## src/rtl/mult4u_pkg.sv

```systemverilog
// Shared types and sizes for the redundant 4x4 multiplier arbiter.
package mult4u_pkg;
   localparam int unsigned OP_W          = 4;
   localparam int unsigned PROD_W        = 8;
   localparam int unsigned MAX_RETRY_DEF = 2;

   typedef enum logic [1:0] {
      ST_IDLE  = 2'd0,
      ST_PASS1 = 2'd1,
      ST_PASS2 = 2'd2,
      ST_RESP  = 2'd3
   } state_t;
endpackage

```

## src/rtl/mult4u_arb_ctrl_if.sv

```systemverilog
// Request/response bundle between two requesters, the arbiter and the consumer.
interface mult4u_arb_ctrl_if
   import mult4u_pkg::*;
#(
   parameter int unsigned ERRCNT_W = 8
);
   logic                req0_valid, req1_valid;
   logic                req0_ready, req1_ready;
   logic [OP_W-1:0]     req0_a, req0_b, req1_a, req1_b;
   logic                fault_inj;
   logic                rsp_valid, rsp_ready;
   logic                rsp_id;
   logic [PROD_W-1:0]   rsp_prod;
   logic                rsp_err;
   logic [ERRCNT_W-1:0] err_cnt;

   modport slave (
      input  req0_valid, req1_valid, req0_a, req0_b, req1_a, req1_b,
      input  fault_inj, rsp_ready,
      output req0_ready, req1_ready, rsp_valid, rsp_id, rsp_prod, rsp_err, err_cnt
   );

   modport master (
      output req0_valid, req1_valid, req0_a, req0_b, req1_a, req1_b,
      output fault_inj, rsp_ready,
      input  req0_ready, req1_ready, rsp_valid, rsp_id, rsp_prod, rsp_err, err_cnt
   );
endinterface

```

## src/rtl/mult4u_arb_ctrl_core.sv

```systemverilog
// Purely combinational 4x4 -> 8 unsigned multiplier shared by both passes.
module mult4u_core
   import mult4u_pkg::*;
(
   input  logic [OP_W-1:0]   i_a,
   input  logic [OP_W-1:0]   i_b,
   output logic [PROD_W-1:0] o_p
);
   assign o_p = PROD_W'(i_a) * PROD_W'(i_b);
endmodule

```

## src/rtl/mult4u_arb_ctrl.sv

```systemverilog
// Round-robin arbiter feeding one multiplier twice (A*B then B*A) and comparing.
// Optional re-execution on mismatch is enabled by defining MULT4U_ARB_RETRY_EN.
module mult4u_arb_ctrl
   import mult4u_pkg::*;
#(
   parameter int unsigned MAX_RETRY = MAX_RETRY_DEF,
   parameter int unsigned ERRCNT_W  = 8
)(
   input  logic              clk,
   input  logic              rst_n,
   mult4u_arb_ctrl_if.slave  bus
);
   state_t              r_state, w_next;
   logic                r_prio;
   logic                r_id;
   logic [OP_W-1:0]     r_a, r_b;
   logic [PROD_W-1:0]   r_p1;
   logic                r_err;
   logic [ERRCNT_W-1:0] r_err_cnt;

   logic                w_grant_id, w_grant_vld;
   logic                w_rdy0, w_rdy1;
   logic                w_accept, w_load_p1, w_to_resp, w_err_set, w_rsp_done;
   logic                w_match, w_rsp_valid;
   logic [OP_W-1:0]     w_mul_a, w_mul_b;
   logic [PROD_W-1:0]   w_mul_p, w_p2;
`ifdef MULT4U_ARB_RETRY_EN
   localparam logic [1:0] MAXR = 2'(MAX_RETRY);
   logic [1:0]          r_retry;
   logic                w_retry;
`endif

   // Contention goes to r_prio; a lone requester always wins.
   assign w_grant_vld = bus.req0_valid | bus.req1_valid;
   assign w_grant_id  = (bus.req0_valid & bus.req1_valid) ? r_prio : bus.req1_valid;

   // PASS2 feeds the operands swapped through the same multiplier.
   assign w_mul_a = (r_state == ST_PASS2) ? r_b : r_a;
   assign w_mul_b = (r_state == ST_PASS2) ? r_a : r_b;

   mult4u_core u_core (
      .i_a (w_mul_a),
      .i_b (w_mul_b),
      .o_p (w_mul_p)
   );

   assign w_p2    = w_mul_p ^ {{(PROD_W-1){1'b0}}, bus.fault_inj};
   assign w_match = (w_p2 == r_p1);

   always_ff @(posedge clk or negedge rst_n) begin
      if (!rst_n) r_state <= ST_IDLE;
      else        r_state <= w_next;
   end

   always_comb begin
      w_next     = r_state;
      w_rdy0     = 1'b0;
      w_rdy1     = 1'b0;
      w_accept   = 1'b0;
      w_load_p1  = 1'b0;
      w_to_resp  = 1'b0;
      w_err_set  = 1'b0;
      w_rsp_done = 1'b0;
`ifdef MULT4U_ARB_RETRY_EN
      w_retry    = 1'b0;
`endif
      case (r_state)
         ST_IDLE: begin
            if (rst_n && w_grant_vld) begin
               w_rdy0   = ~w_grant_id;
               w_rdy1   = w_grant_id;
               w_accept = 1'b1;
               w_next   = ST_PASS1;
            end
         end
         ST_PASS1: begin
            w_load_p1 = 1'b1;
            w_next    = ST_PASS2;
         end
         ST_PASS2: begin
            if (w_match) begin
               w_to_resp = 1'b1;
               w_next    = ST_RESP;
            end else begin
`ifdef MULT4U_ARB_RETRY_EN
               if (r_retry < MAXR) begin
                  w_retry = 1'b1;
                  w_next  = ST_PASS1;
               end else begin
                  w_to_resp = 1'b1;
                  w_err_set = 1'b1;
                  w_next    = ST_RESP;
               end
`else
               w_to_resp = 1'b1;
               w_err_set = 1'b1;
               w_next    = ST_RESP;
`endif
            end
         end
         ST_RESP: begin
            if (bus.rsp_ready) begin
               w_rsp_done = 1'b1;
               w_next     = ST_IDLE;
            end
         end
         default: w_next = ST_IDLE;
      endcase
   end

   always_ff @(posedge clk or negedge rst_n) begin
      if (!rst_n) begin
         r_prio    <= 1'b0;
         r_id      <= 1'b0;
         r_a       <= '0;
         r_b       <= '0;
         r_p1      <= '0;
         r_err     <= 1'b0;
         r_err_cnt <= '0;
`ifdef MULT4U_ARB_RETRY_EN
         r_retry   <= '0;
`endif
      end else begin
         if (w_accept) begin
            r_id   <= w_grant_id;
            r_a    <= w_grant_id ? bus.req1_a : bus.req0_a;
            r_b    <= w_grant_id ? bus.req1_b : bus.req0_b;
            r_prio <= ~w_grant_id;
`ifdef MULT4U_ARB_RETRY_EN
            r_retry <= '0;
`endif
         end
`ifdef MULT4U_ARB_RETRY_EN
         if (w_retry) r_retry <= r_retry + 2'd1;
`endif
         if (w_load_p1) r_p1  <= w_mul_p;
         if (w_to_resp) r_err <= w_err_set;
         if (w_rsp_done && r_err && (r_err_cnt != '1))
            r_err_cnt <= r_err_cnt + ERRCNT_W'(1);
      end
   end

   assign w_rsp_valid    = (r_state == ST_RESP);
   assign bus.req0_ready = w_rdy0;
   assign bus.req1_ready = w_rdy1;
   assign bus.rsp_valid  = w_rsp_valid;
   assign bus.rsp_id     = w_rsp_valid & r_id;
   assign bus.rsp_prod   = w_rsp_valid ? r_p1 : '0;
   assign bus.rsp_err    = w_rsp_valid & r_err;
   assign bus.err_cnt    = r_err_cnt;
endmodule

```

## src/flat_wrapper.sv

```systemverilog
// flat-port wrapper written by rule: the top's interface ports become plain ports
module mult4u_arb_ctrl_flat import mult4u_pkg::*;
#(
   parameter int unsigned MAX_RETRY = MAX_RETRY_DEF,
   parameter int unsigned ERRCNT_W  = 8
)
  (clk, rst_n, bus_req0_valid, bus_req1_valid, bus_req0_a, bus_req0_b, bus_req1_a, bus_req1_b, bus_fault_inj, bus_rsp_ready, bus_req0_ready, bus_req1_ready, bus_rsp_valid, bus_rsp_id, bus_rsp_prod, bus_rsp_err, bus_err_cnt);
  mult4u_arb_ctrl_if #(.ERRCNT_W(ERRCNT_W)) bus_i ();
  input  logic clk;
  input  logic rst_n;
  input wire logic [$bits(bus_i.req0_valid)-1:0] bus_req0_valid;
  input wire logic [$bits(bus_i.req1_valid)-1:0] bus_req1_valid;
  input wire logic [$bits(bus_i.req0_a)-1:0] bus_req0_a;
  input wire logic [$bits(bus_i.req0_b)-1:0] bus_req0_b;
  input wire logic [$bits(bus_i.req1_a)-1:0] bus_req1_a;
  input wire logic [$bits(bus_i.req1_b)-1:0] bus_req1_b;
  input wire logic [$bits(bus_i.fault_inj)-1:0] bus_fault_inj;
  input wire logic [$bits(bus_i.rsp_ready)-1:0] bus_rsp_ready;
  output wire logic [$bits(bus_i.req0_ready)-1:0] bus_req0_ready;
  output wire logic [$bits(bus_i.req1_ready)-1:0] bus_req1_ready;
  output wire logic [$bits(bus_i.rsp_valid)-1:0] bus_rsp_valid;
  output wire logic [$bits(bus_i.rsp_id)-1:0] bus_rsp_id;
  output wire logic [$bits(bus_i.rsp_prod)-1:0] bus_rsp_prod;
  output wire logic [$bits(bus_i.rsp_err)-1:0] bus_rsp_err;
  output wire logic [$bits(bus_i.err_cnt)-1:0] bus_err_cnt;
  assign bus_i.req0_valid = bus_req0_valid;
  assign bus_i.req1_valid = bus_req1_valid;
  assign bus_i.req0_a = bus_req0_a;
  assign bus_i.req0_b = bus_req0_b;
  assign bus_i.req1_a = bus_req1_a;
  assign bus_i.req1_b = bus_req1_b;
  assign bus_i.fault_inj = bus_fault_inj;
  assign bus_i.rsp_ready = bus_rsp_ready;
  assign bus_req0_ready = bus_i.req0_ready;
  assign bus_req1_ready = bus_i.req1_ready;
  assign bus_rsp_valid = bus_i.rsp_valid;
  assign bus_rsp_id = bus_i.rsp_id;
  assign bus_rsp_prod = bus_i.rsp_prod;
  assign bus_rsp_err = bus_i.rsp_err;
  assign bus_err_cnt = bus_i.err_cnt;
  mult4u_arb_ctrl #(.MAX_RETRY(MAX_RETRY), .ERRCNT_W(ERRCNT_W)) u_core (.clk(clk), .rst_n(rst_n), .bus(bus_i));
endmodule
```

## config.mk

```make
export PLATFORM = sky130hd
export DESIGN_NAME = mult4u_arb_ctrl_flat
export DESIGN_NICKNAME = d
export VERILOG_FILES = /design/src/rtl/mult4u_pkg.sv /design/src/rtl/mult4u_arb_ctrl_if.sv /design/src/rtl/mult4u_arb_ctrl_core.sv /design/src/rtl/mult4u_arb_ctrl.sv /design/src/flat_wrapper.sv
export SDC_FILE = /design/constraint.sdc
export NUM_CORES = 1
export LEC_CHECK = 0
export BUFFER_PORTS_ARGS = -buffer_cell sky130_fd_sc_hd__buf_2
export CAP_MARGIN = 15
export CELL_PAD_IN_SITES_DETAIL_PLACEMENT = 1
export CELL_PAD_IN_SITES_GLOBAL_PLACEMENT = 2
export CORE_UTILIZATION = 36
export DETAILED_ROUTE_END_ITERATION = 7
export GPL_TIMING_DRIVEN = 0
export HOLD_SLACK_MARGIN = 0.03
export PLACE_DENSITY = 0.8
export REMOVE_ABC_BUFFERS = 1
export SLEW_MARGIN = 0
export SYNTH_ARGS = -nofsm -noshare
export SYNTH_HDL_FRONTEND = slang
export SYNTH_SLANG_ARGS = --single-unit
```

## constraint.sdc

```tcl
create_clock -name clk -period 11.3 [get_ports clk]
set_input_delay 1.13 -clock clk [delete_from_list [all_inputs] [get_ports clk]]
set_output_delay 1.13 -clock clk [all_outputs]
set_load 0.005 [all_outputs]
```

# Word-level counts from Yosys, hierarchy flattened
# Index checks and enable logic that the tools add are counted.
[op_classes]
addsub = 1
mul = 1
div = 0
n_lt_le_gt_ge = 0
eq_ne = 7
shifts = 0
muxes = 21
bitwise = 6
reduce_logical = 5
[ops]
columns = ["cell", "count"]
rows = [
  ["$mux 4", 4],
  ["$mux 1", 13],
  ["$add 8x1->8 const B", 1],
  ["$eq 8x8->1", 1],
  ["$mul 4x4->8", 1],
  ["$mux 8", 1],
  ["$ne 8x8->1 const B", 1],
  ["$pmux 2 s4", 1],
  ["$xor 8x1->8", 1],
  ["$eq 2x2->1 const B", 2],
  ["$mux 2", 2],
  ["$and 1x1->1", 3],
  ["$logic_and 1x1->1", 3],
  ["$eq 2x1->1 const B", 1],
  ["$logic_not 2->1", 1],
  ["$ne 2x1->1 const B", 1],
  ["$ne 2x2->1 const B", 1],
  ["$reduce_and 2->1", 1],
  ["$not 1->1", 1],
  ["$or 1x1->1", 1],
]
[totals]
regBits = 29
latchBits = 0
mem_bits_rw = 0
romBits = 0
out_inout_bits = 21
wordCells = 49
n_memories = 0

# Logic depth before layout (Yosys ltp)
[logic_depth]
ltp_word = 7
ltp_mapped = 15
mapped_depth_nobuf = 14

# Hierarchy
# Synthesis repeated with hierarchy kept, for this count alone.
[unflattened]
hier_cells = 208
hier_area_um2 = 2123.3
[modules_own_cells]
columns = ["module", "instances", "cells_each", "area_per_inst_um2"]
rows = [
  ["mult4u_arb_ctrl", 1, 157, 1675.4],
  ["mult4u_core", 1, 51, 447.9],
]

# Worst setup path before layout
# Ideal clock, no wire load.
[synth_timing]
path_type = "flip-flop to flip-flop"
from = "register u_core.r_state[0]"
to = "register u_core.r_err"
arrival_time_ps = 3716
setup_slack_ps = 7445
path_stages_with_launch = 16
synth_period_minus_slack_ps = 3855
path_cell_list = "dfrtp_1 > inv_1 > ha_1 > clkbuf_1 > mux2i_1 > or2_2 > fa_1 > inv_1 > fa_1 > inv_1 > fa_1 > nand2b_1 > a21oi_1 > xor2_1 > xnor2_1 > a41oi_1"
[synth_via]
elab_chain_cells = 7
elab_cells_between_ends = 9
cone_classes = "mul (1); eq/ne (2); mux (5); bitwise (1)"
[synth_lines]
columns = ["element", "line", "source"]
rows = [
  ["start, declared", "mult4u_arb_ctrl.sv:13", "state_t r_state, w_next;"],
  ["start signal, assigned", "mult4u_arb_ctrl.sv:52", "else r_state <= w_next;"],
  ["$eq 2x2->1 *", "mult4u_arb_ctrl.sv:38, mult4u_arb_ctrl.sv:39, mult4u_arb_ctrl.sv:67", ""],
  ["$mux 4 (on tied branches)", "mult4u_arb_ctrl.sv:38, mult4u_arb_ctrl.sv:39", ""],
  ["$mul 4x4->8", "mult4u_arb_ctrl_core.sv:9", "assign o_p = PROD_W'(i_a) * PROD_W'(i_b);"],
  ["$xor 8x1->8", "mult4u_arb_ctrl.sv:47", "assign w_p2 = w_mul_p ^ {{(PROD_W-1){1'b0}}, bus.fault_inj};"],
  ["$eq 8x8->1", "mult4u_arb_ctrl.sv:48", "assign w_match = (w_p2 == r_p1);"],
  ["$mux 1", "mult4u_arb_ctrl.sv:81", "if (w_match) begin"],
  ["$mux 1", "mult4u_arb_ctrl.sv:67", "case (r_state)"],
  ["end signal, assigned", "mult4u_arb_ctrl.sv:137", "if (w_to_resp) r_err <= w_err_set;"],
  ["end, declared", "mult4u_arb_ctrl.sv:18", "logic r_err;"],
]
# Every way passes the cells marked *; elsewhere a longest branch is shown, timed or not.
# A chain may end at the register's enable or synchronous reset.

# Worst setup path after layout
# Same ends and word-level chain as after synthesis.

==> flow_metrics.tcl <==
set metrics [dict create \
    outcome "finished, final reports clean" \
    antenna_left 0 \
    synth_area_leader_cell "dfrtp_1" \
    tritoncts "done" \
    synth_top_area_share_pct 36.8 \
    cp_top_family "adder cells" \
    postSynthCellCount 195 \
    die_area_mm2 0.00578 \
    path_clk_slew_ns 0.07 \
    die_h_um 76.0 \
    setup-violations-final 0 \
    gp_congestion 0.751 \
    cts_buffers 5 \
    cp-start-kind "flop" \
    worst_ep_arrival_time_ns 4.27 \
    vdd_ir_drop_max_v 0.0000729 \
    crit_type "reg2reg" \
    io_pins 43 \
    slew_headroom_pct 38.5 \
    post_synth.cell_area_avg_um2 10.1 \
    crit_buf_inv 3 \
    synth_flop_cell "dfrtp_1" \
    maxCapViolCount 0 \
    wl_per_cell_um 13.2 \
    synth_fa_ha_area_share_pct 15.5 \
    finalHoldViolations 0 \
    synth_top_family_by_area "adder cells" \
    antenna_found_initial 0 \
    area_growth_pct 18.5 \
    switching_power_w 0.000243 \
    synthXorXnorAreaFrac_pct 9.33 \
    drive_above_1_share_pct 25.9 \
    synth.most_common_cell "dfrtp_1" \
    crit_path_cell_trace "inv_1 > ha_1 > mux2i_1 > or2_2 > fa_1 > inv_1 > fa_1 > inv_1 > fa_1 > nand2b_1 > a21oi_1 > xor2_1 > xnor2_1 > a41oi_1" \
    p_int_w 0.000329 \
    synth-edff-count 0 \
    rsz0062_at_grt "no" \
    worst_slack_ns 7.19 \
    slew_violations 0 \
    grt_usage_pct 15.8 \
    fin_crit_sh_pct 36.4 \
    p_seq_share_pct 30.4 \
    grt_max_degree 32 \
    grt_pass1_vias 1516 \
    dp_slack_ns 7.12 \
    num-nets-final 282 \
    via_per_inst 4.72 \
    synth_common_cells "29 x dfrtp_1, 18 x ha_1, 18 x mux2i_1, 16 x xnor2_1, 15 x nor2_1" \
    sw_frac_of_total_pct 42.5 \
    cts_resized 0 \
    max_freq_mhz 243 \
    core.rowCount 26 \
    n_antenna_cell 0 \
    crit_slowest_cell "fa_1" \
    cp_slowest_stage_delay_ns 0.56 \
    start_util_pct 37.9 \
    critPathMaxFanout 6 \
    power_w 0.000571 \
    synth_area_mm2 0.00197 \
    hp-class "reg2reg" \
    post_cts_buffers 0 \
    clock_skew_ns 0.00510 \
    layout_min_cycle_time_ns 4.11 \
    ys_warn_count 0 \
    die_w_um 76.0 \
    clock-sinks 29 \
    clk_path_buf_depth 2 \
    dr.pass1.iters 3 \
    utilization_pct 44.9 \
    synthMuxAreaShare_pct 13.3 \
    yosys-top-cells-area "dfrtp_1 37%, ha_1 11%, mux2i_1 9.1%, xnor2_1 7.1%, and2_1 4.1%" \
    portBuffers 42 \
    ctsHtreeMaxLevel 2 \
    drcViolationCount 0 \
    yosys.area_share.simple_pct 13.6 \
    p_leak_nw 1.23 \
    worst_pin_slew_ns 0.916 \
    pwr-share-clk_pct 15.1 \
    timing.critical_path.required_ns 11.46 \
    async_flop_share_pct 100 \
    clk_latency_ns 0.29 \
    grt_first_pass_wirelength_um 7220 \
    yosys.cell_types.count 29 \
    setup_tns_ns 0 \
    wirelength_um 4070 \
    cts_root_buffer "clkbuf_8" \
    end_kind "flop" \
    fin_hold_ws_ns 0.482 \
    grt-ovfl-total 0 \
    core_mm2 0.00520 \
    combPwrFrac_pct 54.5 \
    yosysSeqAreaShare_pct 36.8 \
    dp_hpwl_um 3240 \
    vias 1458 \
    synth-compound-area-share_pct 7.93 \
    fillCellCount 636 \
    p_per_area_mw_per_mm2 245 \
    hold_buffers 0 \
    dr.first_iter.drc_count 50 \
    synth_seq_cells 29 \
]
-- worst paths after layout --
path,startpoint,end,slack [ns],cells past startpoint
hold / removal,u_core.r_id$_DFFE_PN0P_,u_core.r_id$_DFFE_PN0P_,0.48,1
min in group asynchronous,rst_n,u_core.r_p1[0]$_DFFE_PN0N_,0.88,1
max in group asynchronous,rst_n,u_core.bus.err_cnt[0]$_DFFE_PN0P_,9.98,1
setup / recovery,u_core.r_state[0]$_DFFE_PN0P_,u_core.r_err$_DFFE_PN0N_,7.19,14
setup reg to reg,u_core.r_state[0]$_DFFE_PN0P_,u_core.r_err$_DFFE_PN0N_,7.19,14
hold reg to reg,u_core.r_id$_DFFE_PN0P_,u_core.r_id$_DFFE_PN0P_,0.48,1
-- registers in the layout (all words and copies together), names as in the netlist --
signal              count
u_core.r_state          2
u_core.r_a              4
u_core.r_p1             8
u_core.r_err            1
u_core.r_b              4
u_core.r_prio           1
u_core.bus.err_cnt      8
u_core.r_id             1
-- cell type report --
type	instances	area [um^2]	share of cell area, %
well taps	70	87.6	3.75
multi-input cells	148	1180	50.4
clock inverters	3	17.5	0.750
flip-flops and latches	29	726	31.1
repair buffers	43	218	9.32
inverters	11	41.3	1.77
clock buffers	5	68.8	2.95
-- layout by cell type (no fill, tap or decap), types with 2 or more instances in the layout --
master / n
mux2i_1: 18
nand4_1: 4
mux2_2: 6
nor2_1: 15
clkinv_2: 2
or2_2: 3
nor2b_1: 2
buf_2: 42
ha_1: 18
nand3_1: 2
inv_1: 11
xor2_1: 5
dfrtp_1: 29
xnor2_1: 16
nand2_1: 14
fa_1: 4
a21oi_1: 4
a21o_1: 3
clkbuf_8: 5
and2_1: 13
o21ai_0: 11
-- through the flow --
| stage | instances | cell area [um^2] |
|---|---|---|
| after floorplan | 188 | 1940 |
| after global placement | 300 | 2240 |
| after detailed placement | 300 | 2240 |
| after CTS | 308 | 2330 |
| after global routing | 309 | 2340 |
| final | 309 | 2340 |
-- routing by layer --
| metal | wire (um) | GRT usage, % | share of wire (%) |
|---|---|---|---|
| met1 | 1900 | 19.4 | 47 |
| met2 | 1950 | 27.4 | 48 |
| met3 | 181 | 4.07 | 4.4 |
| met4 | 45 | 4.62 | 1.1 |
| met5 | 0 | 0 | 0 |
-- power by group through the flow --
stage                     registers, W  clock network [W]  logic [W]
after floorplan               0.000168                  0   0.000238
after global placement        0.000174                  0   0.000310
after detailed placement      0.000177                  0   0.000316
after CTS                     0.000175          0.0000892   0.000320
after global routing          0.000181          0.0000941   0.000356
final                         0.000174          0.0000861   0.000311
-- cell families after synthesis --
kind of cell | after synthesis
muxes | 25
adders and majority gates | 22
DFF | 29
AOI/OAI and AO/OA | 25
buffers and inverters | 18
and+or+nand+nor | 55
xor gates and xnor gates | 21
(Power assumes the default switching activity.)
